<file path="src/rtl/accel_pkg.sv">
// Shared constants and state encoding for the systolic-array tile scheduler.
package accel_pkg;
  localparam int N         = 8;
  localparam int AW        = 8;
  localparam int FLUSH_CYC = 2 * N - 1;

  typedef enum logic [2:0] {
    S_IDLE,
    S_CLEAR,
    S_FEED,
    S_FLUSH,
    S_DRAIN,
    S_DONE
  } state_t;

  function automatic int flush_cyc(input int n);
    return 2 * n - 1;
  endfunction
endpackage

</file>
<file path="src/rtl/systolic_sched_if.sv">
// Control/status bundle between the tile sequencer and its host/array.
interface systolic_sched_if #(
  parameter int N  = 8,
  parameter int AW = 8
);
  localparam int RW = (N > 1) ? $clog2(N) : 1;

  logic          start;
  logic [AW-1:0] k_len;
  logic          abort;
  logic          busy;
  logic          done;
  logic          array_clr;
  logic          rd_en;
  logic [AW-1:0] rd_addr;
  logic [N-1:0]  row_valid;
  logic [N-1:0]  col_valid;
  logic          res_wr_en;
  logic [RW-1:0] res_row;

  modport master (
    output start, k_len, abort,
    input  busy, done, array_clr, rd_en, rd_addr, row_valid, col_valid, res_wr_en, res_row
  );

  modport slave (
    input  start, k_len, abort,
    output busy, done, array_clr, rd_en, rd_addr, row_valid, col_valid, res_wr_en, res_row
  );
endinterface

</file>
<file path="src/rtl/skew_delay.sv">
// Systolic skew line: tap[i] is the input delayed by i+1 cycles.
module skew_delay #(
  parameter int N = 8
) (
  input  logic         clk,
  input  logic         rst_n,
  input  logic         i_clr,
  input  logic         i_in,
  output logic [N-1:0] o_tap
);
  logic [N-1:0] r_tap;

  always_ff @(posedge clk or negedge rst_n) begin
    if (!rst_n) begin
      r_tap <= '0;
    end else if (i_clr) begin
      r_tap <= '0;
    end else begin
      r_tap <= {r_tap[N-2:0], i_in};
    end
  end

  assign o_tap = r_tap;
endmodule

</file>
<file path="src/rtl/systolic_sched.sv">
// Tile sequencer for an NxN systolic MAC array: clear, feed K operands, flush, drain rows.
//   state   | meaning
//   S_IDLE  | waiting for start
//   S_CLEAR | one cycle of partial-sum clear
//   S_FEED  | K buffer reads, addresses 0..K-1
//   S_FLUSH | 2N-1 cycles letting the skewed wavefront finish
//   S_DRAIN | N result-row captures
//   S_DONE  | one-cycle completion pulse
module systolic_sched #(
  parameter int N  = 8,
  parameter int AW = 8
) (
  input  logic              clk,
  input  logic              rst_n,
  systolic_sched_if.slave   bus
);
  import accel_pkg::*;

  localparam int RW = (N > 1) ? $clog2(N) : 1;
  localparam int FC = flush_cyc(N);
  localparam int TW = (AW > $clog2(2 * N)) ? AW : $clog2(2 * N);

  state_t        r_state;
  state_t        w_nxt;
  logic [TW-1:0] r_tmr;
  logic [TW-1:0] w_tmr_nxt;
  logic [AW-1:0] r_k;
  logic          w_accept;

  logic          r_busy;
  logic          r_done;
  logic          r_clr;
  logic          r_rd_en;
  logic [AW-1:0] r_rd_addr;
  logic          r_res_wr_en;
  logic [RW-1:0] r_res_row;
  logic [N-1:0]  w_row_valid;
  logic [N-1:0]  w_col_valid;

  assign w_accept = bus.start && !bus.abort && (r_state == S_IDLE);

  always_comb begin
    w_nxt     = r_state;
    w_tmr_nxt = r_tmr;
    if (bus.abort) begin
      w_nxt     = S_IDLE;
      w_tmr_nxt = '0;
    end else begin
      case (r_state)
        S_IDLE: begin
          if (bus.start) begin
            w_nxt = (bus.k_len != '0) ? S_CLEAR : S_DONE;
          end
        end
        S_CLEAR: begin
          w_nxt     = S_FEED;
          w_tmr_nxt = TW'(r_k) - TW'(1);
        end
        S_FEED: begin
          if (r_tmr == '0) begin
            w_nxt     = S_FLUSH;
            w_tmr_nxt = TW'(FC - 1);
          end else begin
            w_tmr_nxt = r_tmr - TW'(1);
          end
        end
        S_FLUSH: begin
          if (r_tmr == '0) begin
            w_nxt     = S_DRAIN;
            w_tmr_nxt = TW'(N - 1);
          end else begin
            w_tmr_nxt = r_tmr - TW'(1);
          end
        end
        S_DRAIN: begin
          if (r_tmr == '0) begin
            w_nxt = S_DONE;
          end else begin
            w_tmr_nxt = r_tmr - TW'(1);
          end
        end
        S_DONE:  w_nxt = S_IDLE;
        default: w_nxt = S_IDLE;
      endcase
    end
  end

  always_ff @(posedge clk or negedge rst_n) begin
    if (!rst_n) begin
      r_state <= S_IDLE;
      r_tmr   <= '0;
      r_k     <= '0;
    end else begin
      r_state <= w_nxt;
      r_tmr   <= w_tmr_nxt;
      if (w_accept) begin
        r_k <= bus.k_len;
      end
    end
  end

  // Outputs decode the next state so they line up with the state register.
  always_ff @(posedge clk or negedge rst_n) begin
    if (!rst_n) begin
      r_busy      <= 1'b0;
      r_done      <= 1'b0;
      r_clr       <= 1'b0;
      r_rd_en     <= 1'b0;
      r_rd_addr   <= '0;
      r_res_wr_en <= 1'b0;
      r_res_row   <= '0;
    end else begin
      r_busy      <= (w_nxt != S_IDLE);
      r_done      <= (w_nxt == S_DONE);
      r_clr       <= (w_nxt == S_CLEAR);
      r_rd_en     <= (w_nxt == S_FEED);
      r_res_wr_en <= (w_nxt == S_DRAIN);
      r_rd_addr   <= (w_nxt == S_FEED && r_state == S_FEED) ? r_rd_addr + AW'(1) : '0;
      r_res_row   <= (w_nxt == S_DRAIN && r_state == S_DRAIN) ? r_res_row + RW'(1) : '0;
    end
  end

  skew_delay #(.N(N)) u_row_skew (
    .clk   (clk),
    .rst_n (rst_n),
    .i_clr (bus.abort),
    .i_in  (r_rd_en),
    .o_tap (w_row_valid)
  );

  skew_delay #(.N(N)) u_col_skew (
    .clk   (clk),
    .rst_n (rst_n),
    .i_clr (bus.abort),
    .i_in  (r_rd_en),
    .o_tap (w_col_valid)
  );

  assign bus.busy      = r_busy;
  assign bus.done      = r_done;
  assign bus.array_clr = r_clr;
  assign bus.rd_en     = r_rd_en;
  assign bus.rd_addr   = r_rd_addr;
  assign bus.res_wr_en = r_res_wr_en;
  assign bus.res_row   = r_res_row;
  assign bus.row_valid = w_row_valid;
  assign bus.col_valid = w_col_valid;
endmodule

</file>
<file path="src/flat_wrapper.sv">
// flat-port wrapper written by rule: the top's interface ports become plain ports
module systolic_sched_flat import accel_pkg::*;
#(
  parameter int N  = 8,
  parameter int AW = 8
)
  (clk, rst_n, bus_start, bus_k_len, bus_abort, bus_busy, bus_done, bus_array_clr, bus_rd_en, bus_rd_addr, bus_row_valid, bus_col_valid, bus_res_wr_en, bus_res_row);
  systolic_sched_if #(.N(N), .AW(AW)) bus_i ();
  input  logic clk;
  input  logic rst_n;
  input wire logic [$bits(bus_i.start)-1:0] bus_start;
  input wire logic [$bits(bus_i.k_len)-1:0] bus_k_len;
  input wire logic [$bits(bus_i.abort)-1:0] bus_abort;
  output wire logic [$bits(bus_i.busy)-1:0] bus_busy;
  output wire logic [$bits(bus_i.done)-1:0] bus_done;
  output wire logic [$bits(bus_i.array_clr)-1:0] bus_array_clr;
  output wire logic [$bits(bus_i.rd_en)-1:0] bus_rd_en;
  output wire logic [$bits(bus_i.rd_addr)-1:0] bus_rd_addr;
  output wire logic [$bits(bus_i.row_valid)-1:0] bus_row_valid;
  output wire logic [$bits(bus_i.col_valid)-1:0] bus_col_valid;
  output wire logic [$bits(bus_i.res_wr_en)-1:0] bus_res_wr_en;
  output wire logic [$bits(bus_i.res_row)-1:0] bus_res_row;
  assign bus_i.start = bus_start;
  assign bus_i.k_len = bus_k_len;
  assign bus_i.abort = bus_abort;
  assign bus_busy = bus_i.busy;
  assign bus_done = bus_i.done;
  assign bus_array_clr = bus_i.array_clr;
  assign bus_rd_en = bus_i.rd_en;
  assign bus_rd_addr = bus_i.rd_addr;
  assign bus_row_valid = bus_i.row_valid;
  assign bus_col_valid = bus_i.col_valid;
  assign bus_res_wr_en = bus_i.res_wr_en;
  assign bus_res_row = bus_i.res_row;
  systolic_sched #(.N(N), .AW(AW)) u_core (.clk(clk), .rst_n(rst_n), .bus(bus_i));
endmodule
</file>
<file path="config.mk">
export PLATFORM = sky130hd
export DESIGN_NAME = systolic_sched_flat
export DESIGN_NICKNAME = d
export VERILOG_FILES = /design/src/rtl/accel_pkg.sv /design/src/rtl/systolic_sched_if.sv /design/src/rtl/skew_delay.sv /design/src/rtl/systolic_sched.sv /design/src/flat_wrapper.sv
export SDC_FILE = /design/constraint.sdc
export NUM_CORES = 1
export LEC_CHECK = 0
export BUFFER_PORTS_ARGS = -buffer_cell sky130_fd_sc_hd__buf_2
export CORE_MARGIN = 4
export CORE_UTILIZATION = 55
export CTS_CLUSTER_SIZE = 40
export DETAILED_ROUTE_END_ITERATION = 8
export GPL_ROUTABILITY_DRIVEN = 0
export PLACE_DENSITY = 0.78
export RECOVER_POWER = 100
export SYNTH_ARGS = -nofsm -noshare
export SYNTH_HDL_FRONTEND = slang
export SYNTH_SLANG_ARGS = --single-unit
</file>
<file path="constraint.sdc">
create_clock -name clk -period 2.5 [get_ports clk]
set_clock_uncertainty 0.15 [all_clocks]
set_input_delay 0.125 -clock clk [delete_from_list [all_inputs] [get_ports clk]]
set_output_delay 0.125 -clock clk [all_outputs]
set_load 0.01 [all_outputs]
</file>
==> reports/qor.csv, run 1 <==
stage;metric;value;unit
min_path;number of stages on the worst hold path;3;
min_path;hold worst-path end;u_core.bus.array_clr;
yosys;Mapped Avg Cell Area;10.2;um^2
yosys;number of enable-type register cells in the synthesized netlist;0;
cells_and_area;Nets;287;
global_routing;via count of the first global-routing pass;1839;
sta;final-layout setup total negative slack;0;ns
run;Maximum Capacitance Violations;0;
cts;htree depth;2;
critical_path;r2r startpoint;u_core.r_tmr[0];
yosys;Post-Synthesis Cells;223;
critical_path;largest fanout on the critical path;7;
cts;sink count of the clock tree;43;
sta;Final Critical Period;2.36;ns
sta;RSZ-0062 raised after global routing;false;
cells_and_area;number of antenna cells inserted;0;
global_routing;Tot GR Track Use;0.214;
power_and_ir_drop;maximum vdd ir drop;0.000612;V
die;Initial Utilization;0.571;
detailed_routing;final routed wire length divided by cell count;16.4;um
die;chip height;72.4;um
yosys;number of synthesized register bits;43;
sta;pins over their slew limit;0;
sta;Max Clk Rate;423;MHz
die;Die X-Extent;72.4;um
yosys;Top FF cell, synth;sky130_fd_sc_hd__dfrtp_1;
yosys;Yosys warning count;0;
global_routing;largest net degree at the start of global routing;44;
die;I/O pin count;44;
global_routing;first-pass GRT wire length;8650;um
cells_and_area;Syn-to-layout area delta;15.2;%
critical_path;slack of the worst reg-to-reg path;0.14;ns
cells_and_area;share of cells above drive strength 1;0.162;
cts;CTS root buffer;sky130_fd_sc_hd__clkbuf_8;
sta;remaining max-slew budget at the tightest pin;0.314;
cts;clock latency on the worst-skew pair;0.31;ns
placement;area after detailed placement;0.00249;mm^2
sta;Worst Tran Pin Value;1.03;ns
detailed_routing;via count;1873;
min_path;hold crit path type;input pin to flop;
critical_path;element type at the critical path start;flop;
cells_and_area;cell area after layout;0.00263;mm^2
power_and_ir_drop;power density over the cells;1080;mW/mm^2
run_status;outcome;complete, no violations;
detailed_routing;detailed-route vias per instance;5.82;
cts;CTS Buf Count;5;
die;die outline area;0.00525;mm^2
power_and_ir_drop;leak pwr;1.14;nW
critical_path;capture point of the worst reg-to-reg path;u_core.r_tmr[0];
yosys;Mapped Nets;239;
critical_path;kind of capture point of the worst setup path;flop;
cells_and_area;top library cells by usage in the layout, fill and taps aside;sky130_fd_sc_hd__dfrtp_1 (43), sky130_fd_sc_hd__clkbuf_1 (35), sky130_fd_sc_hd__nor2_1 (23);
cells_and_area;leading cell type in the layout, fill and taps excluded;sky130_fd_sc_hd__dfrtp_1;
cts;CTS tree;done;
yosys;netlist area before placement;0.00228;mm^2
detailed_routing;drt drc;0;
detailed_routing;number of antenna-violating nets in the routed design;0;
detailed_routing;Post-Route WL;5270;um
critical_path;data required time at the worst endpoint;2.60;ns
die;row count;23;
sta;final cycle utilization of the critical path;0.945;
global_routing;initial antenna violation count;0;
yosys;sequential area share after synthesis;0.471;
critical_path;Critical path origin;u_core.r_tmr[0];
cts;CTS Buffer Depth;2;
placement;half-perimeter wire length after placement;3620;um
cts;clock slew seen by the registers of the worst setup and hold paths;0.09;ns
critical_path;Register-to-Register Path Depth;7;
yosys;fraction of registers with async set or reset after synthesis;1.00;
die;standard cell core area;0.00400;mm^2
yosys;Netlist cell types;52;
placement;number of I/O port buffers;43;
critical_path;critical path start-end classification;flop to flop;
detailed_routing;violation count after the first detailed-route iteration;198;
detailed_routing;number of detailed-route iterations in the first pass;5;
sta;total setup violations reported at the end of the flow;0;
global_routing;GRT Residual Overflow;0;
critical_path;arrival time worst endpoint;2.47;ns
sta;endpoints failing hold;0;
min_path;Hold Crit Start;bus_start;
cell type report:
class                   instances  area [um^2]
clock buffers                   6         72.6
clock inverters                 2         12.5
fillers                       335         1370
inverters                       9         33.8
multi-input cells             153         1060
flip-flops and latches         43         1080
well taps                      50         62.6
repair buffers                 59          313
synthesized netlist by cell type (all sizes together) (4+ instances only):
master  number  area, um^2
dfrtp       43        1080
nor2        24        97.6
nand2       13        48.8
buf         12        82.6
nor2b       10        62.6
xnor2       10        87.6
inv          9        33.8
o21ai        9        48.8
a21oi        8        40.0
mux2         8        90.1
nor4         8        68.8
clkbuf       6        22.5
nor3         6        35.0
nand3        5        25.0
ha           4        50.1
nor3b        4        40.0
worst max path at each step:
stage | end | slack (ns) | depth (start not counted)
6_report | u_core.r_tmr[0] | 0.14 | 7
3_3_place_gp | u_core.r_tmr[3] | 0.14 | 7
3_5_place_dp | u_core.r_tmr[3] | 0.12 | 7
5_1_grt | u_core.bus.rd_addr[2] | 0.06 | 8
4_1_cts | u_core.r_tmr[3] | 0.09 | 7
2_1_floorplan | u_core.r_tmr[3] | 0.37 | 8
through the flow:
step            util  cells  hold WS (ns)  power (mW)  worst slack, ns
6_report       0.657    322         0.110        2.83            0.137
5_1_grt        0.657    322         0.155        3.00           0.0634
4_1_cts        0.670    321         0.139        2.80           0.0950
3_5_place_dp   0.623    303         0.166        2.34            0.118
3_3_place_gp   0.623    303         0.160        2.32            0.140
2_1_floorplan      -    223        -0.321        2.02            0.374
state kept, by name (all words and copies together), names as in the netlist:
register	count
u_core.bus.busy	1
u_core.r_state	3
u_core.bus.done	1
u_core.bus.array_clr	1
u_core.u_row_skew.o_tap	7
u_core.bus.res_wr_en	1
u_core.bus.rd_en	1
u_core.bus.rd_addr	8
u_core.r_tmr	8
u_core.bus.res_row	3
u_core.r_k	8
u_core.u_col_skew.o_tap	1
cell families after synthesis:
logic type      share of synthesized area
flops                               0.471
compound gates                      0.130
simple gates                        0.218
xor+xnor                           0.0499
mux                                0.0482
fa+ha+maj                          0.0219
buf+inv                            0.0608
power breakdown:
group / total [mW] / leakage (nW) / switching, mW / internal [mW]
Combinational: 1.33 / 0.524 / 0.774 / 0.555
Sequential: 1.06 / 0.575 / 0.208 / 0.852
Clock: 0.443 / 0.0412 / 0.248 / 0.195
Total: 2.83 / 1.14 / 1.23 / 1.60
metal layers:
metal	vias up	part of all wire	global-route usage
met4	0	0.035	0.115
met3	17	0.075	0.0429
met2	83	0.49	0.346
met1	892	0.40	0.270
li1	881	-	-
met5	-	0	0
worst max-delay path: stages, from the launching register on:
cell,delay [ns]
sky130_fd_sc_hd__dfrtp_1,0.41
sky130_fd_sc_hd__inv_1,0.11
sky130_fd_sc_hd__ha_1,0.20
sky130_fd_sc_hd__or3b_4,0.46
sky130_fd_sc_hd__nor2_4,0.19
sky130_fd_sc_hd__o21ai_1,0.09
sky130_fd_sc_hd__a2111oi_1,0.53
sky130_fd_sc_hd__a31o_1,0.16
what timing repair did:
item,in CTS,in global routing
buffers inserted,0,1
hold buffers,10,0
resized for setup,0,3
endpoints found under the setup margin,0,11
hold endpoints to repair,52,0
(Power assumes the default switching activity.)
==> run 2: changes to the inputs <==
--- a/config.mk
+++ b/config.mk
@@ -7,11 +7,11 @@
 export LEC_CHECK = 0
 export BUFFER_PORTS_ARGS = -buffer_cell sky130_fd_sc_hd__buf_2
 export CORE_MARGIN = 4
-export CORE_UTILIZATION = 55
+export CORE_UTILIZATION = 30
 export CTS_CLUSTER_SIZE = 40
 export DETAILED_ROUTE_END_ITERATION = 8
 export GPL_ROUTABILITY_DRIVEN = 0
-export PLACE_DENSITY = 0.78
+export PLACE_DENSITY = 0.48
 export RECOVER_POWER = 100
 export SYNTH_ARGS = -nofsm -noshare
 export SYNTH_HDL_FRONTEND = slang
==> reports/qor.csv, run 2 (same netlist as run 1, synthesis figures left out) <==
stage;metric;value;unit;change
detailed_routing;violation count after the first detailed-route iteration;118;;was 198
detailed_routing;detailed-route vias per instance;4.92;;was 5.82
sta;Final Critical Period;2.32;ns;was 2.36 ns
critical_path;critical path start-end classification;flop to flop;;unchanged
die;die outline area;0.00907;mm^2;was 0.00525 mm^2
global_routing;Tot GR Track Use;0.117;;was 0.214
critical_path;kind of capture point of the worst setup path;flop;;unchanged
die;Die X-Extent;95.2;um;was 72.4 um
cells_and_area;cell area after layout;0.00273;mm^2;was 0.00263 mm^2
cts;CTS Buffer Depth;2;;unchanged
sta;remaining max-slew budget at the tightest pin;0.195;;was 0.314
detailed_routing;number of detailed-route iterations in the first pass;4;;was 5
detailed_routing;number of antenna-violating nets in the routed design;0;;unchanged
critical_path;arrival time worst endpoint;2.35;ns;was 2.47 ns
sta;endpoints failing hold;0;;unchanged
min_path;hold worst-path end;u_core.bus.array_clr;;unchanged
global_routing;largest net degree at the start of global routing;27;;was 44
die;standard cell core area;0.00733;mm^2;was 0.00400 mm^2
min_path;number of stages on the worst hold path;3;;unchanged
cells_and_area;final cell count without fillers;372;;was 322
critical_path;largest fanout on the critical path;7;;unchanged
detailed_routing;final routed wire length divided by cell count;14.0;um;was 16.4 um
placement;number of I/O port buffers;43;;unchanged
cts;CTS Buf Count;5;;unchanged
placement;total instance count after detailed placement;355;;was 303
global_routing;first-pass GRT wire length;8390;um;was 8650 um
sta;RSZ-0062 raised after global routing;false;;unchanged
critical_path;r2r startpoint;u_core.r_tmr[0];;unchanged
detailed_routing;drt drc;0;;unchanged
die;I/O pin count;44;;unchanged
cells_and_area;Nets;288;;was 287
power_and_ir_drop;power density over the cells;1070;mW/mm^2;was 1080 mW/mm^2
min_path;Hold Crit Start;bus_start;;unchanged
run;Maximum Capacitance Violations;0;;unchanged
min_path;hold crit path type;input pin to flop;;unchanged
detailed_routing;via count;1830;;was 1873
cells_and_area;number of antenna cells inserted;0;;unchanged
cts;clock slew seen by the registers of the worst setup and hold paths;0.08;ns;was 0.09 ns
cts;CTS tree;done;;unchanged
placement;half-perimeter wire length after placement;3830;um;was 3620 um
global_routing;GRT Residual Overflow;0;;unchanged
placement;area after detailed placement;0.00258;mm^2;was 0.00249 mm^2
sta;Worst Hold Margin;0.114;ns;was 0.110 ns
cts;htree depth;2;;unchanged
die;chip height;95.2;um;was 72.4 um
cells_and_area;leading cell type in the layout, fill and taps excluded;sky130_fd_sc_hd__dfrtp_1;;unchanged
placement;pre-CTS WS;0.156;ns;was 0.118 ns
cts;sink count of the clock tree;43;;unchanged
die;Initial Utilization;0.311;;was 0.571
die;row count;31;;was 23
power_and_ir_drop;leak pwr;1.17;nW;was 1.14 nW
sta;pins over their slew limit;0;;unchanged
sta;final cycle utilization of the critical path;0.929;;was 0.945
power_and_ir_drop;Overall Power;2.92;mW;was 2.83 mW
sta;Worst Tran Pin Value;1.21;ns;was 1.03 ns
critical_path;data required time at the worst endpoint;2.53;ns;was 2.60 ns
sta;final-layout setup total negative slack;0;ns;unchanged
sta;total setup violations reported at the end of the flow;0;;unchanged
run_status;outcome;complete, no violations;;unchanged
cells_and_area;Syn-to-layout area delta;19.5;%;was 15.2%
global_routing;via count of the first global-routing pass;1729;;was 1839
sta;crit path setup slack, layout;0.177;ns;was 0.137 ns
cts;clock latency on the worst-skew pair;0.29;ns;was 0.31 ns
cts;CTS root buffer;sky130_fd_sc_hd__clkbuf_8;;unchanged
cells_and_area;fin util;0.372;;was 0.657
power_and_ir_drop;maximum vdd ir drop;0.000538;V;was 0.000612 V
detailed_routing;Post-Route WL;5210;um;was 5270 um
cells_and_area;share of cells above drive strength 1;0.168;;was 0.162
critical_path;slack of the worst reg-to-reg path;0.18;ns;was 0.14 ns
global_routing;initial antenna violation count;0;;unchanged
critical_path;capture point of the worst reg-to-reg path;u_core.r_tmr[3];;was u_core.r_tmr[0]
critical_path;element type at the critical path start;flop;;unchanged
cells_and_area;top library cells by usage in the layout, fill and taps aside;sky130_fd_sc_hd__dfrtp_1 (43), sky130_fd_sc_hd__clkbuf_1 (34), sky130_fd_sc_hd__nor2_1 (23);;was sky130_fd_sc_hd__dfrtp_1 (43), sky130_fd_sc_hd__clkbuf_1 (35), sky130_fd_sc_hd__nor2_1 (23)
critical_path;Register-to-Register Path Depth;7;;unchanged
sta;Max Clk Rate;430;MHz;was 423 MHz
[run 2: area by class of cell]
type                            count  area [um^2]
Clock inverter                      2         35.0
Multi-Input combinational cell    153         1060
Fill cell                         762         4600
Clock buffer                        6         82.6
Sequential cell                    43         1080
Tap cell                           99          124
Inverter                            9         33.8
Timing Repair Buffer               60          318
[run 2: timing repair]
item,CTS,global route
hold buffers,9,0
endpoints found under the hold margin,29,0
gates resized for setup,0,2
setup endpoints to repair,0,7
buffers inserted,0,0
[run 2: critical path: stages (launching register included)]
cell and delay [ns]:
sky130_fd_sc_hd__dfrtp_1 0.41, sky130_fd_sc_hd__inv_1 0.10, sky130_fd_sc_hd__ha_1 0.20, sky130_fd_sc_hd__or3b_1 0.51
sky130_fd_sc_hd__nor4_2 0.34, sky130_fd_sc_hd__a31oi_1 0.10, sky130_fd_sc_hd__and3_1 0.17, sky130_fd_sc_hd__a221o_1 0.25
[run 2: how the worst max path moves through the flow]
| stage | start | end | slack, ns |
|---|---|---|---|
| CTS | u_core.r_tmr[0] | u_core.r_tmr[4] | 0.14 |
| floorplan | u_core.r_tmr[0] | u_core.r_tmr[3] | 0.37 |
| global route | u_core.r_tmr[0] | u_core.r_tmr[3] | 0.03 |
| finish | u_core.r_tmr[0] | u_core.r_tmr[3] | 0.18 |
| global placement | u_core.r_tmr[0] | u_core.r_tmr[3] | 0.21 |
| detailed placement | u_core.r_tmr[0] | u_core.r_tmr[4] | 0.16 |
[run 2: report_power, final]
group          total [mW]  switching (mW)  internal, mW
clock               0.564           0.240         0.323
combinational        1.31           0.746         0.564
sequential           1.05           0.194         0.852
[run 2: metal layers]
layer  GRT usage  share of wire  vias to the layer above
li1            -              -                      890
met5           0              0                        -
met3      0.0292          0.058                        6
met4      0.0264          0.011                        0
met2       0.173           0.44                       57
met1       0.172           0.50                      877
